--- config.mk ---
export PLATFORM = sky130hd
export DESIGN_NAME = keypad_scanner
export DESIGN_NICKNAME = d
export VERILOG_FILES = /design/src/rtl/keypad_scanner.sv
export SDC_FILE = /design/constraint.sdc
export NUM_CORES = 1
export LEC_CHECK = 0
export ABC_AREA = 1
export BUFFER_PORTS_ARGS = -buffer_cell sky130_fd_sc_hd__buf_4
export CAP_MARGIN = 20
export CORE_MARGIN = 1
export CORE_UTILIZATION = 30
export CTS_CLUSTER_DIAMETER = 100
export DETAILED_ROUTE_END_ITERATION = 10
export PLACE_DENSITY = 0.45
export SYNTH_ARGS = -nofsm -noshare
export SYNTH_HDL_FRONTEND = slang
export SYNTH_SLANG_ARGS = --single-unit
--- constraint.sdc ---
create_clock -name clk -period 6.2 [get_ports clk]
set_input_delay 0.62 -clock clk [delete_from_list [all_inputs] [get_ports clk]]
set_output_delay 0.62 -clock clk [all_outputs]
set_load 0.05 [all_outputs]
--- src/rtl/keypad_scanner.sv ---
// keypad_scanner
//   Scans a 4x4 active-low matrix keypad one column at a time, collects the
//   row samples of a whole scan frame, rejects frames with more than one key
//   down (ghosting), debounces across frames and emits one key_valid strobe
//   per accepted press on the key_in/key_valid stream.
//
// Parameters
//   SCAN_DIV      cycles each column is driven (4..256)
//   DEBOUNCE_CNT  identical frames needed to accept a press or release (1..15)
//   REPEAT_FRAMES auto-repeat period in frames (2..255), auto-repeat only
//
// Ports
//   clk        system clock, rising edge
//   reset      synchronous, active-low reset (0 = reset)
//   row_in     keypad rows, active-low, asynchronous
//   col_out    column drive, active-low one-hot
//   key_in     code {row,col} of the last accepted key
//   key_valid  one-cycle strobe, key_in holds a new key
//   key_held   high while an accepted key remains pressed
//
// Build option
//   KEYPAD_AUTOREPEAT_EN  when defined, a held key re-strobes every
//                         REPEAT_FRAMES frames; when undefined no repeat
//                         logic exists and each press strobes exactly once.

module keypad_scanner #(
   parameter int SCAN_DIV      = 16,
   parameter int DEBOUNCE_CNT  = 3,
   parameter int REPEAT_FRAMES = 32
) (
   input  logic       clk,
   input  logic       reset,
   input  logic [3:0] row_in,
   output logic [3:0] col_out,
   output logic [3:0] key_in,
   output logic       key_valid,
   output logic       key_held
);

   generate
      if (SCAN_DIV < 4 || SCAN_DIV > 256 || DEBOUNCE_CNT < 1 || DEBOUNCE_CNT > 15 ||
          REPEAT_FRAMES < 2 || REPEAT_FRAMES > 255) begin : g_bad_params
         $error("keypad_scanner: parameter out of legal range");
      end
   endgenerate

   localparam logic [7:0] SLOT_LAST = 8'(SCAN_DIV - 1);
   localparam logic [3:0] DB_CNT    = 4'(DEBOUNCE_CNT);

   typedef enum logic [1:0] {
      IDLE     = 2'd0,
      DEBOUNCE = 2'd1,
      PRESSED  = 2'd2,
      RELEASE  = 2'd3
   } state_t;

   logic [3:0] row_meta;
   logic [3:0] row_sync;
   logic [7:0] slot_cnt;
   logic [1:0] col_idx;
   logic       slot_end;
   logic       frame_tick;

   // Frame accumulator: hit_cnt saturates at 2 meaning "two or more keys".
   logic [1:0] hit_cnt;
   logic [3:0] hit_code;
   logic [2:0] slot_hits;
   logic [1:0] slot_row;
   logic [2:0] merged_sum;
   logic [1:0] merged_cnt;
   logic [3:0] merged_code;
   logic       frame_single;
   logic [3:0] frame_key;

   state_t     state;
   state_t     state_n;
   logic [3:0] cnt;
   logic [3:0] cnt_n;
   logic [3:0] cnt_inc;
   logic [3:0] cand;
   logic [3:0] cand_n;
   logic       accept;
   logic       rep_fire;

   assign slot_end   = (slot_cnt == SLOT_LAST);
   assign frame_tick = slot_end && (col_idx == 2'd3);

   // Rows are sampled on the last cycle of a slot. With SCAN_DIV >= 4 the
   // synchronized value then reflects row_in from at least one cycle after
   // the column changed, so the previous column never leaks into a sample.
   always_ff @(posedge clk) begin
      if (!reset) begin
         row_meta <= 4'hF;
         row_sync <= 4'hF;
         slot_cnt <= 8'd0;
         col_idx  <= 2'd0;
         col_out  <= 4'b1110;
         hit_cnt  <= 2'd0;
         hit_code <= 4'd0;
      end else begin
         row_meta <= row_in;
         row_sync <= row_meta;
         if (slot_end) begin
            slot_cnt <= 8'd0;
            col_idx  <= col_idx + 2'd1;
            col_out  <= {col_out[2:0], col_out[3]};
            if (frame_tick) begin
               hit_cnt  <= 2'd0;
               hit_code <= 4'd0;
            end else begin
               hit_cnt  <= merged_cnt;
               hit_code <= merged_code;
            end
         end else begin
            slot_cnt <= slot_cnt + 8'd1;
         end
      end
   end

   always_comb begin
      slot_hits = 3'd0;
      slot_row  = 2'd0;
      for (int r = 3; r >= 0; r--) begin
         if (!row_sync[r]) begin
            slot_hits = slot_hits + 3'd1;
            slot_row  = r[1:0];
         end
      end
   end

   // The frame result includes the column-3 sample taken on the tick itself.
   always_comb begin
      merged_sum  = {1'b0, hit_cnt} + slot_hits;
      merged_cnt  = (merged_sum >= 3'd2) ? 2'd2 : merged_sum[1:0];
      merged_code = ((hit_cnt == 2'd0) && (slot_hits == 3'd1)) ? {slot_row, col_idx} : hit_code;
   end

   assign frame_single = (merged_cnt == 2'd1);
   assign frame_key    = merged_code;
   assign cnt_inc      = (cnt >= DB_CNT) ? DB_CNT : cnt + 4'd1;

   // State register together with the debounce count, candidate and outputs.
   always_ff @(posedge clk) begin
      if (!reset) begin
         state     <= IDLE;
         cnt       <= 4'd0;
         cand      <= 4'd0;
         key_in    <= 4'd0;
         key_valid <= 1'b0;
      end else begin
         state     <= state_n;
         cnt       <= cnt_n;
         cand      <= cand_n;
         key_valid <= accept | rep_fire;
         if (accept) begin
            key_in <= cand_n;
         end
      end
   end

   // Next-state logic; nothing moves except on a frame-end tick.
   always_comb begin
      state_n = state;
      cnt_n   = cnt;
      cand_n  = cand;
      accept  = 1'b0;
      if (frame_tick) begin
         case (state)
            IDLE: begin
               if (frame_single) begin
                  cand_n = frame_key;
                  cnt_n  = 4'd1;
                  if (DB_CNT == 4'd1) begin
                     state_n = PRESSED;
                     cnt_n   = 4'd0;
                     accept  = 1'b1;
                  end else begin
                     state_n = DEBOUNCE;
                  end
               end
            end
            DEBOUNCE: begin
               if (!frame_single) begin
                  state_n = IDLE;
                  cnt_n   = 4'd0;
               end else if (frame_key == cand) begin
                  if (cnt_inc >= DB_CNT) begin
                     state_n = PRESSED;
                     cnt_n   = 4'd0;
                     accept  = 1'b1;
                  end else begin
                     cnt_n = cnt_inc;
                  end
               end else begin
                  cand_n = frame_key;
                  cnt_n  = 4'd1;
                  if (DB_CNT == 4'd1) begin
                     state_n = PRESSED;
                     cnt_n   = 4'd0;
                     accept  = 1'b1;
                  end
               end
            end
            PRESSED: begin
               // A different single key while held is ignored: no rollover.
               if (!frame_single) begin
                  if (DB_CNT == 4'd1) begin
                     state_n = IDLE;
                     cnt_n   = 4'd0;
                  end else begin
                     state_n = RELEASE;
                     cnt_n   = 4'd1;
                  end
               end
            end
            RELEASE: begin
               if (frame_single) begin
                  state_n = PRESSED;
                  cnt_n   = 4'd0;
               end else if (cnt_inc >= DB_CNT) begin
                  state_n = IDLE;
                  cnt_n   = 4'd0;
               end else begin
                  cnt_n = cnt_inc;
               end
            end
            default: begin
               state_n = IDLE;
               cnt_n   = 4'd0;
            end
         endcase
      end
   end

   always_comb begin
      key_held = (state == PRESSED) || (state == RELEASE);
   end

`ifdef KEYPAD_AUTOREPEAT_EN
   localparam logic [7:0] REP_LAST = 8'(REPEAT_FRAMES - 1);

   logic [7:0] rep_cnt;

   assign rep_fire = frame_tick && (state == PRESSED) && frame_single && (rep_cnt == REP_LAST);

   // Held outside PRESSED at zero, so entering PRESSED always starts a full period.
   always_ff @(posedge clk) begin
      if (!reset) begin
         rep_cnt <= 8'd0;
      end else if (state != PRESSED) begin
         rep_cnt <= 8'd0;
      end else if (frame_tick && frame_single) begin
         rep_cnt <= rep_fire ? 8'd0 : rep_cnt + 8'd1;
      end
   end
`else
   assign rep_fire = 1'b0;
`endif

endmodule
==> results, run 1 <==
- The required time at the worst-slack endpoint is 6.39 ns.
- The layout net count is 340.
- Counting distinct cell types in the post-synthesis netlist gives 36.
- The via count of the first global-routing pass is 1693.
- The maximum level of the CTS H-tree is 2.
- Across the VDD grid, the largest voltage drop is 0.00008979 V.
- The placement-stage cell area is 2512 um2.
- After layout, the minimum clock period comes to 3.156 ns.
- The number of flops mapped to enable cells by yosys is 0.
- The net count after synthesis is 323.
- In the routed design, unresolved DRC markers number 0.
- Ranked by instance count, the synthesized netlist is headed by sky130_fd_sc_hd__nand2_1 (65), sky130_fd_sc_hd__inv_1 (48), sky130_fd_sc_hd__dfxtp_1 (43).
- The period utilization is 50.91%.
- After clock tree synthesis, the clock-pin slew on the worst setup and hold paths is 0.09 ns.
- Summed over all cells, the static leakage comes to 1.243 nW.
- The largest total area in the synthesized netlist belongs to sky130_fd_sc_hd__dfxtp_1.
- Entering global routing, the biggest net connects 18 pins.
- The violation count after the first detailed-route iteration is 70.
- The number of cells on the worst reg-to-reg path is 19.
- In the final routed layout, each cell accounts on average for 10.39 um.
- The clock net in this run drives a total of 43 sinks.
- The flow ran to the end, and the final reports show no timing, DRC or antenna violations.
- Sorting the synthesized cells by area gives the leading types as sky130_fd_sc_hd__dfxtp_1 (37%), sky130_fd_sc_hd__nand2_1 (11%), sky130_fd_sc_hd__inv_1 (7.8%).
- Detailed placement ended at an HPWL of 3.426 mm.
- The area growth from synthesis to layout is 15.24%.
- The share of the synthesized area in the top cell type is 37.45%.
- TritonCTS built the clock tree.
- The worst hold path begins at row_meta[2].
- The initial antenna violation count is 0.
- The number of CTS-inserted buffers is 5.
- The clock arrives with 0.005560 ns of skew.
- Along the worst path, the maximum fanout reaches 6.
- The class of the tightest hold or removal check is reg -> reg.
- The mean post-synth cell area is 7.463 um2.
- The core area is 7331 um2.
- Routability-driven placement finished with a final weighted congestion of 0.7291.
- The initial utilization of the core area, before any placement, comes to 31.35%.
- The clock reaches the later pin of the worst-skew pair after 0.29 ns.
- The endpoint type of the worst setup path is a flip-flop.
- The power density over the cells is 229.3 nW/um2.
- Counting flops with an async set or reset pin after synthesis yields a share of 0%.
- The count of input and output buffers is 15.
- The number of core rows is 31.
- The total vias in the final route is 1849.
- Using the TritonRoute via totals, the vias-per-cell ratio works out to 4.351.
- The final worst-path setup slack is 3.044 ns.
- The max-slew violation count is 0.
- The start-to-end type of the worst setup path is reg -> reg.
- In this run the post-CTS setup repair buffer count came out at 0.
- The die covers 8016 um2.
- The max-cap check violation count is 0.
- The count of state elements after synthesis is 43.
- The buffer cell driving the clock tree root is sky130_fd_sc_hd__clkbuf_8.
- Summed over all failing endpoints, the final setup total negative slack is 0 ns.
- The final hold slack is 0.4165 ns.
- For this design the top-level I/O count stands at 16.
- In this run the vertical extent of the chip is 89.53 um.
- In this run the critical register-to-register path is captured at key_in[2].
- The first global-routing pass estimated 7.734 mm of wire.
- Sequential cells were found to cover 37.45% of the synthesized design area.
- After routing the design area is 2649 um2.
- The final design utilization is 36.13%.
- The clock passes through at most 2 buffers.
- The count of warnings emitted by yosys is 0.
- The gate count of the mapped netlist is 308.
- The slew at the pin closest to its max-slew limit is 0.4740 ns.
- The type of element launching the critical path is a flip-flop.
- The instance count along the most critical hold path is 1.
- The worst register-to-register path begins at row_sync[2].
- The overall routing resource usage is 12.61%.
- The number of antenna diodes in the final layout is 0.
- The worst slew slack as a fraction of its limit is 68.36%.
- The share of final-layout standard cells stronger than drive strength 1 is 21.78%.
- The number of detailed-route iterations in the first pass is 4.
- The cell area after technology mapping is 2298 um2.
- For this run, the top clock speed supported by timing is 316.8 MHz.
- Prior to clock tree synthesis, the placed netlist has a worst setup slack of 3.058 ns.
- The final hold violation count came to 0.
- Wires add up to 4.416 mm.
- The post-cts hold buffer count is 0.
- The detail route stage leaves a number of antenna-violating nets equal to 0.
- The aggregate global routing overflow is 0.
- The most used flip-flop cell after synthesis is sky130_fd_sc_hd__dfxtp_1.
- sky130_fd_sc_hd__nand2_1 is the most common cell in the netlist.
- The capture endpoint of the worst hold path is row_sync[2].
- STA puts the critical path data arrival time at 3.35 ns.
- Post-CTS repair changed the size of 0 cells.
- Setup violations remaining at the end of the flow were counted as 0.
- Setup repair after global routing left no endpoint under its margin.
- The die boundary width is 89.53 um.
- Across all register-to-register paths, the minimum setup slack is 3.04 ns.
cell type report:
class	instances	area, um2
multi-input combinational	209	1219
fill	771	4682
tap	99	123.9
timing repair buffer	15	112.6
inverter	51	196.4
clock buffer	5	68.82
clock inverter	3	67.56
sequential	43	860.8
state kept, by name, indices dropped and copies added (netlist names), 4 cells and up, named ones only:
signal,flops
cnt,4
row_meta,4
col_out,4
slot_cnt,8
cand,4
key_in,4
hit_code,4
row_sync,4
metal layers:
layer  vias to the layer above  global-route usage [%]  wire length (um)
met4                         0                   3.463                35
met5                         -                       0                 0
li1                        997                       -                 -
met1                       838                   16.63              2249
met3                         2                   2.955                94
met2                        12                   20.61              2036
power by group:
part	internal, mW	total, mW	switching [mW]
Sequential	0.280	0.282	0.00234
Clock	0.161	0.261	0.101
Combinational	0.0224	0.0635	0.0411
Total	0.463	0.607	0.144
worst max path at each step:
stage                      from        end  slack (ns)  cells past startpoint
floorplan           row_sync[2]  key_in[0]        3.31                     19
global placement    row_sync[2]  key_in[3]        3.10                     19
detailed placement  row_sync[2]  key_in[0]        3.06                     19
CTS                 row_sync[2]  key_in[3]        3.01                     16
global route        row_sync[2]  key_in[3]        2.67                     18
finish              row_sync[2]  key_in[2]        3.04                     19
stage by stage:
stage          power (mW)  instances
6_report           0.6072        425
5_1_grt            0.6360        425
4_1_cts            0.6198        425
3_5_place_dp       0.3531        417
3_3_place_gp       0.3534        417
2_1_floorplan      0.3403        308
worst max-delay path: stages, from the launching register on:
cell and delay [ns]:
sky130_fd_sc_hd__dfxtp_1 0.37, sky130_fd_sc_hd__inv_1 0.06, sky130_fd_sc_hd__ha_1 0.36, sky130_fd_sc_hd__inv_1 0.08
sky130_fd_sc_hd__nand2_1 0.08, sky130_fd_sc_hd__nand2_1 0.06, sky130_fd_sc_hd__ha_1 0.28, sky130_fd_sc_hd__nand2_1 0.08
sky130_fd_sc_hd__nand2_2 0.10, sky130_fd_sc_hd__fa_1 0.51, sky130_fd_sc_hd__nor3_4 0.28, sky130_fd_sc_hd__nand2_4 0.11
sky130_fd_sc_hd__nor2_4 0.14, sky130_fd_sc_hd__nand2_4 0.10, sky130_fd_sc_hd__clkinv_4 0.08, sky130_fd_sc_hd__nand2_2 0.07
sky130_fd_sc_hd__nor2_4 0.14, sky130_fd_sc_hd__nand2_1 0.06, sky130_fd_sc_hd__nand2_1 0.06, sky130_fd_sc_hd__nor2_1 0.04
cell families after synthesis:
logic type      after synthesis  synth area share [%]
simple gates                174                 41.05
buf+inv                      56                 9.526
fa+ha+maj                     9                 5.226
compound gates               23                 5.606
xor+xnor                      3                 1.143
flops                        43                 37.45
placed cells by master (no fill, tap or decap), drive strengths merged, types with 2 or more instances in the layout:
| master | netlist | layout |
|---|---|---|
| nor2 | 39 | 39 |
| ha | 8 | 8 |
| dfxtp | 43 | 43 |
| bufinv | 0 | 2 |
| nand4 | 3 | 3 |
| o211ai | 2 | 2 |
| nor3 | 5 | 5 |
| o22ai | 7 | 7 |
| nand2 | 84 | 84 |
| nand3b | 2 | 2 |
| xor2 | 2 | 2 |
| nand3 | 29 | 29 |
| clkbuf | 4 | 5 |
| buf | 1 | 15 |
| or2 | 8 | 8 |
| o21ai | 7 | 7 |
| inv | 50 | 50 |
| a21oi | 7 | 7 |
(Power assumes the default switching activity.)
==> run 2: changes to the inputs <==
==> constraint.sdc (replaced) <==
create_clock -name clk -period 3.2 [get_ports clk]
set_input_delay 0.32 -clock clk [delete_from_list [all_inputs] [get_ports clk]]
set_output_delay 0.32 -clock clk [all_outputs]
set_load 0.05 [all_outputs]
==> results, run 2 (same netlist as run 1, synthesis figures left out) <==
- Status: finished, final reports clean (unchanged).
- The count of inserted antenna diode cells is 0 (unchanged).
- The combined buffer and inverter count along the critical path was 3 (unchanged).
- The total wire length is 4.459 mm (was 4.416 mm).
- The number of cells in the design after placement is 418 (was 417).
- The endpoint type of the worst setup path is a flip-flop (unchanged).
- The half-perimeter wire length after placement is 3.427 mm (was 3.426 mm).
- The power density over the cells is 385.0 nW/um2 (was 229.3 nW/um2).
- The class of the tightest hold or removal check is in -> reg (was reg -> reg).
- The core area is 7331 um2 (unchanged).
- The overall die height is 89.53 um (unchanged).
- The number of detailed-route iterations in the first pass is 4 (unchanged).
- The TritonCTS clock tree is yes (unchanged).
- The maximum clock insertion buffer count was 2 (unchanged).
- The insertion delay of the later-clocked pin in the worst-skew pair was 0.30 ns (was 0.29 ns).
- The setup clock skew after layout came to 0.01306 ns (was 0.005560 ns).
- The max-slew violation count came to 0 (unchanged).
- The pin count of the biggest net entering global routing is 18 (unchanged).
- The multi-input gate area in the final layout is 1245 um2 (was 1219 um2).
- The worst-case setup slack after placement was 0.09363 ns (was 3.058 ns).
- The cell with the largest stage delay on the worst path is sky130_fd_sc_hd__fa_2 (was sky130_fd_sc_hd__fa_1).
- The clock sink count is 43 (unchanged).
- The total vias in the final route came to 1848 (was 1849).
- The type of element launching the critical path is a flip-flop (unchanged).
- The first-pass GRT wire length is 7.714 mm (was 7.734 mm).
- The register clock-pin slew on the reported worst setup and hold paths is 0.09 ns (about the same).
- Critical-path cell list: inv_1 > ha_4 > inv_1 > nand2_1 > nand2_1 > ha_1 > nand2_1 > nand2_4 > fa_2 > nor3_4 > nand2_4 > nor2_4 > nand2_4 > clkinv_4 > nand2_2 > nor2_4 > nand2_1 > nand2_1 > nor2_1 (was inv_1 > ha_1 > inv_1 > nand2_1 > nand2_1 > ha_1 > nand2_1 > nand2_2 > fa_1 > nor3_4 > nand2_4 > nor2_4 > nand2_4 > clkinv_4 > nand2_2 > nor2_4 > nand2_1 > nand2_1 > nor2_1).
- The slew at the pin closest to its max-slew limit is 0.5128 ns (was 0.4740 ns).
- The number of core rows is 31 (unchanged).
- The layout overhead on the synthesized area is 14.75% (was 15.24%).
- The post-detailed-route via-to-cell ratio came to 4.328 (was 4.351).
- The leakage dissipation came to 1.224 nW (was 1.243 nW).
- The max-cap check violation count is 0 (unchanged).
- The final hold slack is 0.2062 ns (was 0.4165 ns).
- The required time at the worst-slack endpoint is 3.40 ns (was 6.39 ns).
- The effective utilization at floorplan came to 31.35% (unchanged).
- The peak fanout along the critical path is 6 (unchanged).
- The post-cts hold buffer count came to 0 (unchanged).
- The family with the most delay on the worst path was simple AND/OR/NAND/NOR gates (unchanged).
- The aggregate global routing overflow is 0 (unchanged).
- The final critical path time including I/O delays and setup is 2.927 ns (was 3.156 ns).
- The layout net count is 342 (was 340).
- The count of endpoints failing setup in the final report is 0 (unchanged).
- The final hold violation count is 0 (unchanged).
- The period utilization came to 91.47% (was 50.91%).
- The number of filler instances in the final layout was 794 (was 771).
- The buffer cell driving the clock tree root is sky130_fd_sc_hd__clkbuf_8 (unchanged).
- The maximum resistive drop on vdd was 0.0001513 V (was 0.00008979 V).
- The number of CTS-inserted buffers is 5 (unchanged).
- The critical path's most frequent cell is sky130_fd_sc_hd__nand2_1 (unchanged).
- The total die area is 8016 um2 (unchanged).
- Most frequent cells in the layout: sky130_fd_sc_hd__nand2_1 (65), sky130_fd_sc_hd__inv_1 (48), sky130_fd_sc_hd__dfxtp_1 (41) (was sky130_fd_sc_hd__nand2_1 (65), sky130_fd_sc_hd__inv_1 (48), sky130_fd_sc_hd__dfxtp_1 (43)).
- The count of unresolved DRC violations after routing is 0 (unchanged).
- The final design utilization is 35.98% (was 36.13%).
- The start-to-end type of the worst setup path was reg -> reg (unchanged).
- The die boundary width was 89.53 um (unchanged).
- The post-route non-filler standard cell count is 427 (was 425).
- The flip-flop count of the largest register after layout is 8 (unchanged).
- The data arrival time at the worst-slack endpoint is 3.13 ns (was 3.35 ns).
- The maximum level of the CTS H-tree was 2 (unchanged).
- The violation count after the first detailed-route iteration is 54 (was 70).
- The remaining antenna violation count came to 0 (unchanged).
- The worst slew slack as a fraction of its limit is 65.78% (was 68.36%).
- The commonest non-fill, non-tap cell in the layout is sky130_fd_sc_hd__nand2_1 (unchanged).
- The most flop-heavy register is slot_cnt (unchanged).
- The count of input and output buffers was 15 (unchanged).
- The delay of the slowest cell on the worst path is 0.48 ns (was 0.51 ns).
- The upper clock frequency limit was 341.6 MHz (was 316.8 MHz).
- The overall routing resource usage is 12.75% (was 12.61%).
- The average wire length per cell after detail routing was 10.44 um (was 10.39 um).
- The share of final-layout standard cells stronger than drive strength 1 is 23.17% (was 21.78%).
- The area taken by flip-flops and latches came to 863.3 um2 (was 860.8 um2).
- The final worst-path setup slack is 0.2728 ns (was 3.044 ns).
- The routability congestion estimate was 0.7143 (was 0.7291).
- The via count of the first global-routing pass is 1680 (was 1693).
- The count of pins on the block boundary was 16 (unchanged).
- The initial antenna violation count is 0 (unchanged).
[run 2: cell count changes in the layout (fill, tap and decap cells not counted), moves of 2 or more]
| cell | delta |
|---|---|
| sky130_fd_sc_hd__bufinv_16 | -2 |
| sky130_fd_sc_hd__dfxtp_1 | -2 |
| sky130_fd_sc_hd__dfxtp_2 | +2 |
| sky130_fd_sc_hd__clkbuf_1 | +2 |
| sky130_fd_sc_hd__buf_4 | +2 |
[run 2: worst paths after layout]
path | start | to | slack, ns | cells past startpoint
max | row_sync[2] | key_in[3] | 0.27 | 19
min | row_in[2] | row_meta[2] | 0.21 | 2
max reg2reg | row_sync[2] | key_in[3] | 0.27 | 19
min reg2reg | row_meta[2] | row_sync[2] | 0.42 | 1
[run 2: power breakdown]
group / switching, mW / internal [mW] / total [mW] / leakage, nW
registers: 0.00447 / 0.543 / 0.547 / 0.348
clock network: 0.187 / 0.154 / 0.341 / 0.0422
logic: 0.0810 / 0.0463 / 0.127 / 0.834
[run 2: what timing repair did]
item	in CTS	in global routing
gates resized for setup	0	7
buffers inserted	0	1
setup endpoints to repair	0	12
[run 2: layer usage]
| metal | track usage, % | part of all wire [%] | vias up |
|---|---|---|---|
| li1 | - | - | 999 |
| met1 | 16.26 | 50 | 825 |
| met2 | 20.89 | 46 | 20 |
| met3 | 3.324 | 3.1 | 4 |
| met4 | 4.329 | 0.94 | 0 |
| met5 | 0 | 0 | - |
[run 2: through the flow]
stage	setup TNS (ns)	area [um2]	power (mW)
final	0	2638	1.015
after global routing	-0.02630	2638	1.067
after CTS	0	2601	1.034
after detailed placement	0	2520	0.6857
after global placement	0	2520	0.6866
after floorplan	0	2298	0.6594
[run 2: area by class of cell]
| type | instances | area share, % |
|---|---|---|
| repair buffers | 17 | 4.839 |
| multi-input cells | 209 | 47.20 |
| clock buffers | 7 | 2.894 |
| inverters | 51 | 7.448 |
| flip-flops and latches | 43 | 32.73 |
| well taps | 99 | 4.696 |
| clock inverters | 1 | 0.1898 |
